$ cat src/rtl/uio_bus_arbiter_if.sv
// Requester/pin-side bundle for uio_bus_arbiter. The arbiter uses the slave modport.
// The requester raises req and holds it until its burst ends; gnt is the registered answer.
// A beat is any cycle with gnt & req & ena; last marks the final beat; uio_oe/uio_out drive the pins.
interface uio_bus_arbiter_if #(
  parameter int NUM_REQ = 4
);
  logic                 ena;
  logic [NUM_REQ-1:0]   req;
  logic [NUM_REQ-1:0]   dir;
  logic [NUM_REQ*8-1:0] wdata;
  logic [NUM_REQ-1:0]   last;
  logic [NUM_REQ-1:0]   gnt;
  logic [7:0]           uio_in;
  logic [7:0]           uio_out;
  logic [7:0]           uio_oe;
  logic [7:0]           rdata;
  logic                 rvalid;
  logic                 busy;

  modport slave (
    input  ena, req, dir, wdata, last, uio_in,
    output gnt, uio_out, uio_oe, rdata, rvalid, busy
  );

  modport master (
    output ena, req, dir, wdata, last, uio_in,
    input  gnt, uio_out, uio_oe, rdata, rvalid, busy
  );
endinterface

$ cat src/rtl/uio_bus_arbiter.sv
// Round-robin arbiter sharing the 8-bit uio pin bank between NUM_REQ requesters,
// with a released-bus turnaround before every grant and bounded burst length.
module uio_bus_arbiter #(
  parameter int NUM_REQ     = 4,
  parameter int MAX_BURST   = 8,
  parameter int TURN_CYCLES = 1
) (
  input  logic              clk,
  input  logic              rst,
  uio_bus_arbiter_if.slave  bus,
  output logic [1:0]        state_o
);
  localparam int IW = (NUM_REQ > 1) ? $clog2(NUM_REQ) : 1;

  typedef enum logic [1:0] {IDLE = 2'd0, TURN = 2'd1, OWN = 2'd2} state_t;

  state_t             state_q, state_d;
  logic [IW-1:0]      owner_q, owner_d;
  logic               odir_q, odir_d;
  logic [IW-1:0]      ptr_q, ptr_d;
  logic [3:0]         turn_q, turn_d;
  logic [7:0]         cnt_q, cnt_d;
  logic [NUM_REQ-1:0] gnt_q, gnt_d;
  logic [7:0]         oe_q, oe_d;
  logic [7:0]         out_q, out_d;
  logic [7:0]         rdata_q, rdata_d;
  logic               rvalid_q, rvalid_d;
  logic [IW-1:0]      win;
  logic               win_vld;
  logic [IW-1:0]      next_ptr;

  // First requester at or after ptr, wrapping modulo NUM_REQ.
  always_comb begin
    logic [IW-1:0] idx;
    idx     = '0;
    win     = '0;
    win_vld = 1'b0;
    for (int k = 0; k < NUM_REQ; k++) begin
      idx = IW'((int'(ptr_q) + k) % NUM_REQ);
      if (!win_vld && bus.req[idx]) begin
        win_vld = 1'b1;
        win     = idx;
      end
    end
  end

  assign next_ptr = (owner_q == IW'(NUM_REQ - 1)) ? '0 : owner_q + 1'b1;

  always_comb begin
    logic end_burst;
    end_burst = 1'b0;
    state_d   = state_q;
    owner_d   = owner_q;
    odir_d    = odir_q;
    ptr_d     = ptr_q;
    turn_d    = turn_q;
    cnt_d     = cnt_q;
    gnt_d     = gnt_q;
    oe_d      = oe_q;
    out_d     = out_q;
    rdata_d   = rdata_q;
    rvalid_d  = 1'b0;
    unique case (state_q)
      IDLE: begin
        if (bus.ena && win_vld) begin
          owner_d = win;
          odir_d  = bus.dir[win];
          turn_d  = 4'(TURN_CYCLES);
          state_d = TURN;
        end
      end
      TURN: begin
        gnt_d = '0;
        oe_d  = '0;
        out_d = '0;
        if (!bus.req[owner_q] || !bus.ena) begin
          state_d = IDLE;
        end else if (turn_q <= 4'd1) begin
          // Counter reaches zero on this edge; the write owner's data is preloaded so the pins are valid in the first grant cycle.
          state_d        = OWN;
          turn_d         = '0;
          gnt_d[owner_q] = 1'b1;
          if (odir_q) begin
            oe_d  = 8'hFF;
            out_d = bus.wdata[{owner_q, 3'b000} +: 8];
          end
        end else begin
          turn_d = turn_q - 4'd1;
        end
      end
      OWN: begin
        if (!bus.req[owner_q] || !bus.ena) begin
          end_burst = 1'b1;
        end else begin
          cnt_d = cnt_q + 8'd1;
          if (odir_q) begin
            out_d = bus.wdata[{owner_q, 3'b000} +: 8];
          end else begin
            rdata_d  = bus.uio_in;
            rvalid_d = 1'b1;
          end
          if (bus.last[owner_q] || (cnt_q + 8'd1) == 8'(MAX_BURST)) begin
            end_burst = 1'b1;
          end
        end
      end
      default: state_d = IDLE;
    endcase
    if (end_burst) begin
      gnt_d   = '0;
      oe_d    = '0;
      out_d   = '0;
      cnt_d   = '0;
      ptr_d   = next_ptr;
      state_d = IDLE;
    end
  end

  always_ff @(posedge clk) begin
    if (rst) begin
      state_q  <= IDLE;
      owner_q  <= '0;
      odir_q   <= 1'b0;
      ptr_q    <= '0;
      turn_q   <= '0;
      cnt_q    <= '0;
      gnt_q    <= '0;
      oe_q     <= '0;
      out_q    <= '0;
      rdata_q  <= '0;
      rvalid_q <= 1'b0;
    end else begin
      state_q  <= state_d;
      owner_q  <= owner_d;
      odir_q   <= odir_d;
      ptr_q    <= ptr_d;
      turn_q   <= turn_d;
      cnt_q    <= cnt_d;
      gnt_q    <= gnt_d;
      oe_q     <= oe_d;
      out_q    <= out_d;
      rdata_q  <= rdata_d;
      rvalid_q <= rvalid_d;
    end
  end

  assign bus.gnt     = gnt_q;
  assign bus.uio_oe  = oe_q;
  assign bus.uio_out = out_q;
  assign bus.rdata   = rdata_q;
  assign bus.rvalid  = rvalid_q;
  assign bus.busy    = (state_q != IDLE);
  assign state_o     = state_q;
endmodule

$ cat src/flat_wrapper.sv
// flat-port wrapper written by rule: the top's interface ports become plain ports
module uio_bus_arbiter_flat 
#(
  parameter int NUM_REQ     = 4,
  parameter int MAX_BURST   = 8,
  parameter int TURN_CYCLES = 1
)
  (clk, rst, state_o, bus_ena, bus_req, bus_dir, bus_wdata, bus_last, bus_uio_in, bus_gnt, bus_uio_out, bus_uio_oe, bus_rdata, bus_rvalid, bus_busy);
  uio_bus_arbiter_if #(.NUM_REQ(NUM_REQ)) bus_i ();
  input  logic clk;
  input  logic rst;
  output logic [1:0] state_o;
  input wire logic [$bits(bus_i.ena)-1:0] bus_ena;
  input wire logic [$bits(bus_i.req)-1:0] bus_req;
  input wire logic [$bits(bus_i.dir)-1:0] bus_dir;
  input wire logic [$bits(bus_i.wdata)-1:0] bus_wdata;
  input wire logic [$bits(bus_i.last)-1:0] bus_last;
  input wire logic [$bits(bus_i.uio_in)-1:0] bus_uio_in;
  output wire logic [$bits(bus_i.gnt)-1:0] bus_gnt;
  output wire logic [$bits(bus_i.uio_out)-1:0] bus_uio_out;
  output wire logic [$bits(bus_i.uio_oe)-1:0] bus_uio_oe;
  output wire logic [$bits(bus_i.rdata)-1:0] bus_rdata;
  output wire logic [$bits(bus_i.rvalid)-1:0] bus_rvalid;
  output wire logic [$bits(bus_i.busy)-1:0] bus_busy;
  assign bus_i.ena = bus_ena;
  assign bus_i.req = bus_req;
  assign bus_i.dir = bus_dir;
  assign bus_i.wdata = bus_wdata;
  assign bus_i.last = bus_last;
  assign bus_i.uio_in = bus_uio_in;
  assign bus_gnt = bus_i.gnt;
  assign bus_uio_out = bus_i.uio_out;
  assign bus_uio_oe = bus_i.uio_oe;
  assign bus_rdata = bus_i.rdata;
  assign bus_rvalid = bus_i.rvalid;
  assign bus_busy = bus_i.busy;
  uio_bus_arbiter #(.NUM_REQ(NUM_REQ), .MAX_BURST(MAX_BURST), .TURN_CYCLES(TURN_CYCLES)) u_core (.clk(clk), .rst(rst), .bus(bus_i), .state_o(state_o));
endmodule
$ cat config.mk
export PLATFORM = sky130hd
export DESIGN_NAME = uio_bus_arbiter_flat
export DESIGN_NICKNAME = d
export VERILOG_FILES = /design/src/rtl/uio_bus_arbiter_if.sv /design/src/rtl/uio_bus_arbiter.sv /design/src/flat_wrapper.sv
export SDC_FILE = /design/constraint.sdc
export NUM_CORES = 1
export LEC_CHECK = 0
export CAP_MARGIN = 30
export CORE_UTILIZATION = 48
export DETAILED_ROUTE_END_ITERATION = 10
export DONT_BUFFER_PORTS = 1
export MAX_ROUTING_LAYER = met4
export PLACE_DENSITY = 0.71
export SYNTH_ARGS = -nofsm -noshare
export SYNTH_HDL_FRONTEND = slang
export SYNTH_SLANG_ARGS = --single-unit
$ cat constraint.sdc
create_clock -name clk -period 2.21 [get_ports clk]
set_input_delay 0.442 -clock clk [delete_from_list [all_inputs] [get_ports clk]]
set_output_delay 0.442 -clock clk [all_outputs]
set_load 0.02 [all_outputs]
==> qor.txt <==
first-pass GRT wire length -> 9720 um
Post-Syn Area -> 0.00263 mm2
setup TNS -> 0 ps
CP Class -> flip-flop to flip-flop
post-DR vias/cell -> 6.18
Slew @ Worst Pin -> 539 ps
Setup crit end kind -> flip-flop
clk sinks -> 41
#FFs+latches synth -> 41
outcome -> complete, no violations
yosys synthesis warning count -> 0
total die area -> 0.00577 mm2
Root Buffer -> clkbuf_8
antenna diode count -> 0
initial antenna violation count -> 0
Max Cap Viol -> 0
Syn Nets -> 340
CP Launch Type -> flip-flop
share of layout cells above drive strength 1 -> 22.8%
number of global-route vias before repair -> 1979
R2R Setup Slk -> 200 ps
CTS Buf Count -> 5
Setup violations, final -> 0
initial core utilization -> 50.8%
top_reg_cell synth -> dfxtp_1
Leakage -> 0.915 nW
largest net degree at the start of global routing -> 47
DRC viols -> 0
worst skew pair latency -> 300 ps
ANT nets after route -> 0
Slew Limit Fails -> 0
Placed Cells -> 335
period utilization -> 91.0%
Setup Buffers After CTS -> 0
crit path time final -> 2010 ps
fin worst setup slack -> 199 ps
core area -> 0.00517 mm2
relative slew slack -> 63.7%
Final Instance Area -> 0.00279 mm2
CTS tree -> built
Tot Pwr -> 2.45 mW
All-Layer GR Usage -> 21.7%
DPL Wire Length -> 4330 um
Cell Area, Placed -> 0.00269 mm2
GR Overflow Total -> 0
VDD IR max -> 437 uV
Layout area overhead -> 6.24%
Port Buffers -> 0
CP arrival -> 2220 ps
clk slew on worst S/H paths -> 80 ps
power density over the cells -> 877 mW/mm2
height of the die -> 76.0 um
fmax -> 497 MHz
final WL -> 5870 um
GPL Wtd Cong -> 0.833
sequential share of the synthesized area -> 31.3%
fin nets -> 338
drt wl/cell -> 17.1 um
Post-synth EDFFs -> 0
RSZ-0062 raised after global routing -> false
Finished Layout Cells -> 342
fillers -> 453
Setup Slack @ Placement -> 223 ps
syn avg cell area -> 9.58 um2
Fin. Hold Viols -> 0
io pins -> 87
Async S/R FF share, synth -> 0%
Max clock buf depth -> 2
cts-stage hold buffer count -> 0
Layout Utilization -> 53.9%
WP data required -> 2420 ps
Initial DRC Count -> 123
H-tree depth -> 2
worst-path maximum fanout -> 23
Syn Inst Count -> 274
HP Class -> input port to flip-flop
drt pass-1 iters -> 4
Hold WS -> 204 ps
Clock Skew -> 8.63 ps
Vias -> 2112
post_cts resized -> 0
die width -> 76.0 um
# rows -> 26
library cells used by synthesis -> 58
-- cells in the final DEF, fill, tap and decap left out, types with 9 or more instances in the layout --
cell	instances
nor2_1	13
nand2_1	29
a211oi_2	19
buf_4	13
a22oi_1	9
a21oi_1	17
ha_1	11
inv_1	11
mux4_2	9
dfxtp_1	40
-- registers in the layout, summed over array words and instances (netlist names) --
name / flops
u_core.ptr_q: 2
u_core.turn_q: 4
u_core.state_o: 2
u_core.bus.rvalid: 1
u_core.bus.rdata: 8
u_core.bus.gnt: 4
u_core.bus.uio_oe: 1
u_core.cnt_q: 8
u_core.owner_q: 2
u_core.bus.uio_out: 8
u_core.odir_q: 1
-- cell usage after synthesis, drive strengths merged (2+ instances only) --
| library cell | number | area share, % |
|---|---|---|
| a21bo | 2 | 0.76 |
| a21o | 2 | 0.86 |
| dfxtp | 41 | 31 |
| or2 | 3 | 0.71 |
| buf | 11 | 3.2 |
| a32oi | 5 | 1.7 |
| nor2b | 4 | 0.95 |
| nor3 | 5 | 0.95 |
| nor2 | 13 | 1.9 |
| a211oi | 22 | 9.9 |
| clkbuf | 11 | 1.6 |
| a22oi | 9 | 2.6 |
| a311oi | 2 | 0.67 |
| ha | 11 | 5.2 |
| nor4 | 3 | 0.71 |
| nand2b | 3 | 0.71 |
| xor2 | 2 | 0.67 |
| mux4 | 10 | 8.7 |
| a21boi | 2 | 0.57 |
| a21oi | 17 | 3.2 |
| inv | 11 | 1.6 |
| mux2i | 4 | 1.5 |
| nand3b | 5 | 1.4 |
| nand4 | 2 | 0.48 |
| nand2 | 29 | 4.1 |
| xnor2 | 5 | 1.7 |
| nor3b | 5 | 1.4 |
| o211a | 2 | 0.76 |
| o21ai | 5 | 1.4 |
| nand3 | 7 | 2.0 |
| and3 | 3 | 0.91 |
| o221ai | 2 | 0.67 |
-- where the power goes --
group | internal [mW] | switching, mW | leakage (nW)
logic | 0.379 | 0.599 | 0.529
clock network | 0.329 | 0.267 | 0.0540
registers | 0.800 | 0.0731 | 0.332
-- metal layers --
layer	global-route usage, %	wire length [um]	share of wire (%)
met2	35.3	2780	47
met3	3.95	357	6.1
met4	6.92	79	1.3
met5	-	0	0
met1	27.4	2650	45
-- final cells by class --
class	count	area [um2]	share of cell area, %
clock buffers	5	68.8	2.47
repair buffers	13	97.6	3.50
flip-flops and latches	41	822	29.5
multi-input cells	200	1640	58.7
inverters	11	41.3	1.48
clock inverters	2	35.0	1.26
well taps	70	87.6	3.14
-- critical path, stage by stage, from the launching register on --
cell	delay, ps
dfxtp_1	340
ha_1	250
nand2_1	140
o21a_1	210
or3_4	380
a21o_4	350
a211oi_1	260
-- final timing paths --
| check | start | to | cells past startpoint |
|---|---|---|---|
| max | u_core.cnt_q[1] | u_core.cnt_q[0] | 6 |
| min | rst | u_core.bus.uio_oe[6] | 1 |
| max reg2reg | u_core.cnt_q[1] | u_core.cnt_q[0] | 6 |
| min reg2reg | u_core.turn_q[3] | u_core.turn_q[3] | 2 |
-- cells by family (layout without fill, tap and decap cells) --
family	Yosys count	count (layout)	share of synthesized area (%)
buffers and inverters	33	31	6.38
adders and majority gates	11	11	5.24
and+or+nand+nor	86	86	17.7
xor gates and xnor gates	7	7	2.33
muxes	15	15	10.7
AOI/OAI and AO/OA	81	81	26.4
DFF	41	41	31.3
Power figures use the tool's default switching activity.
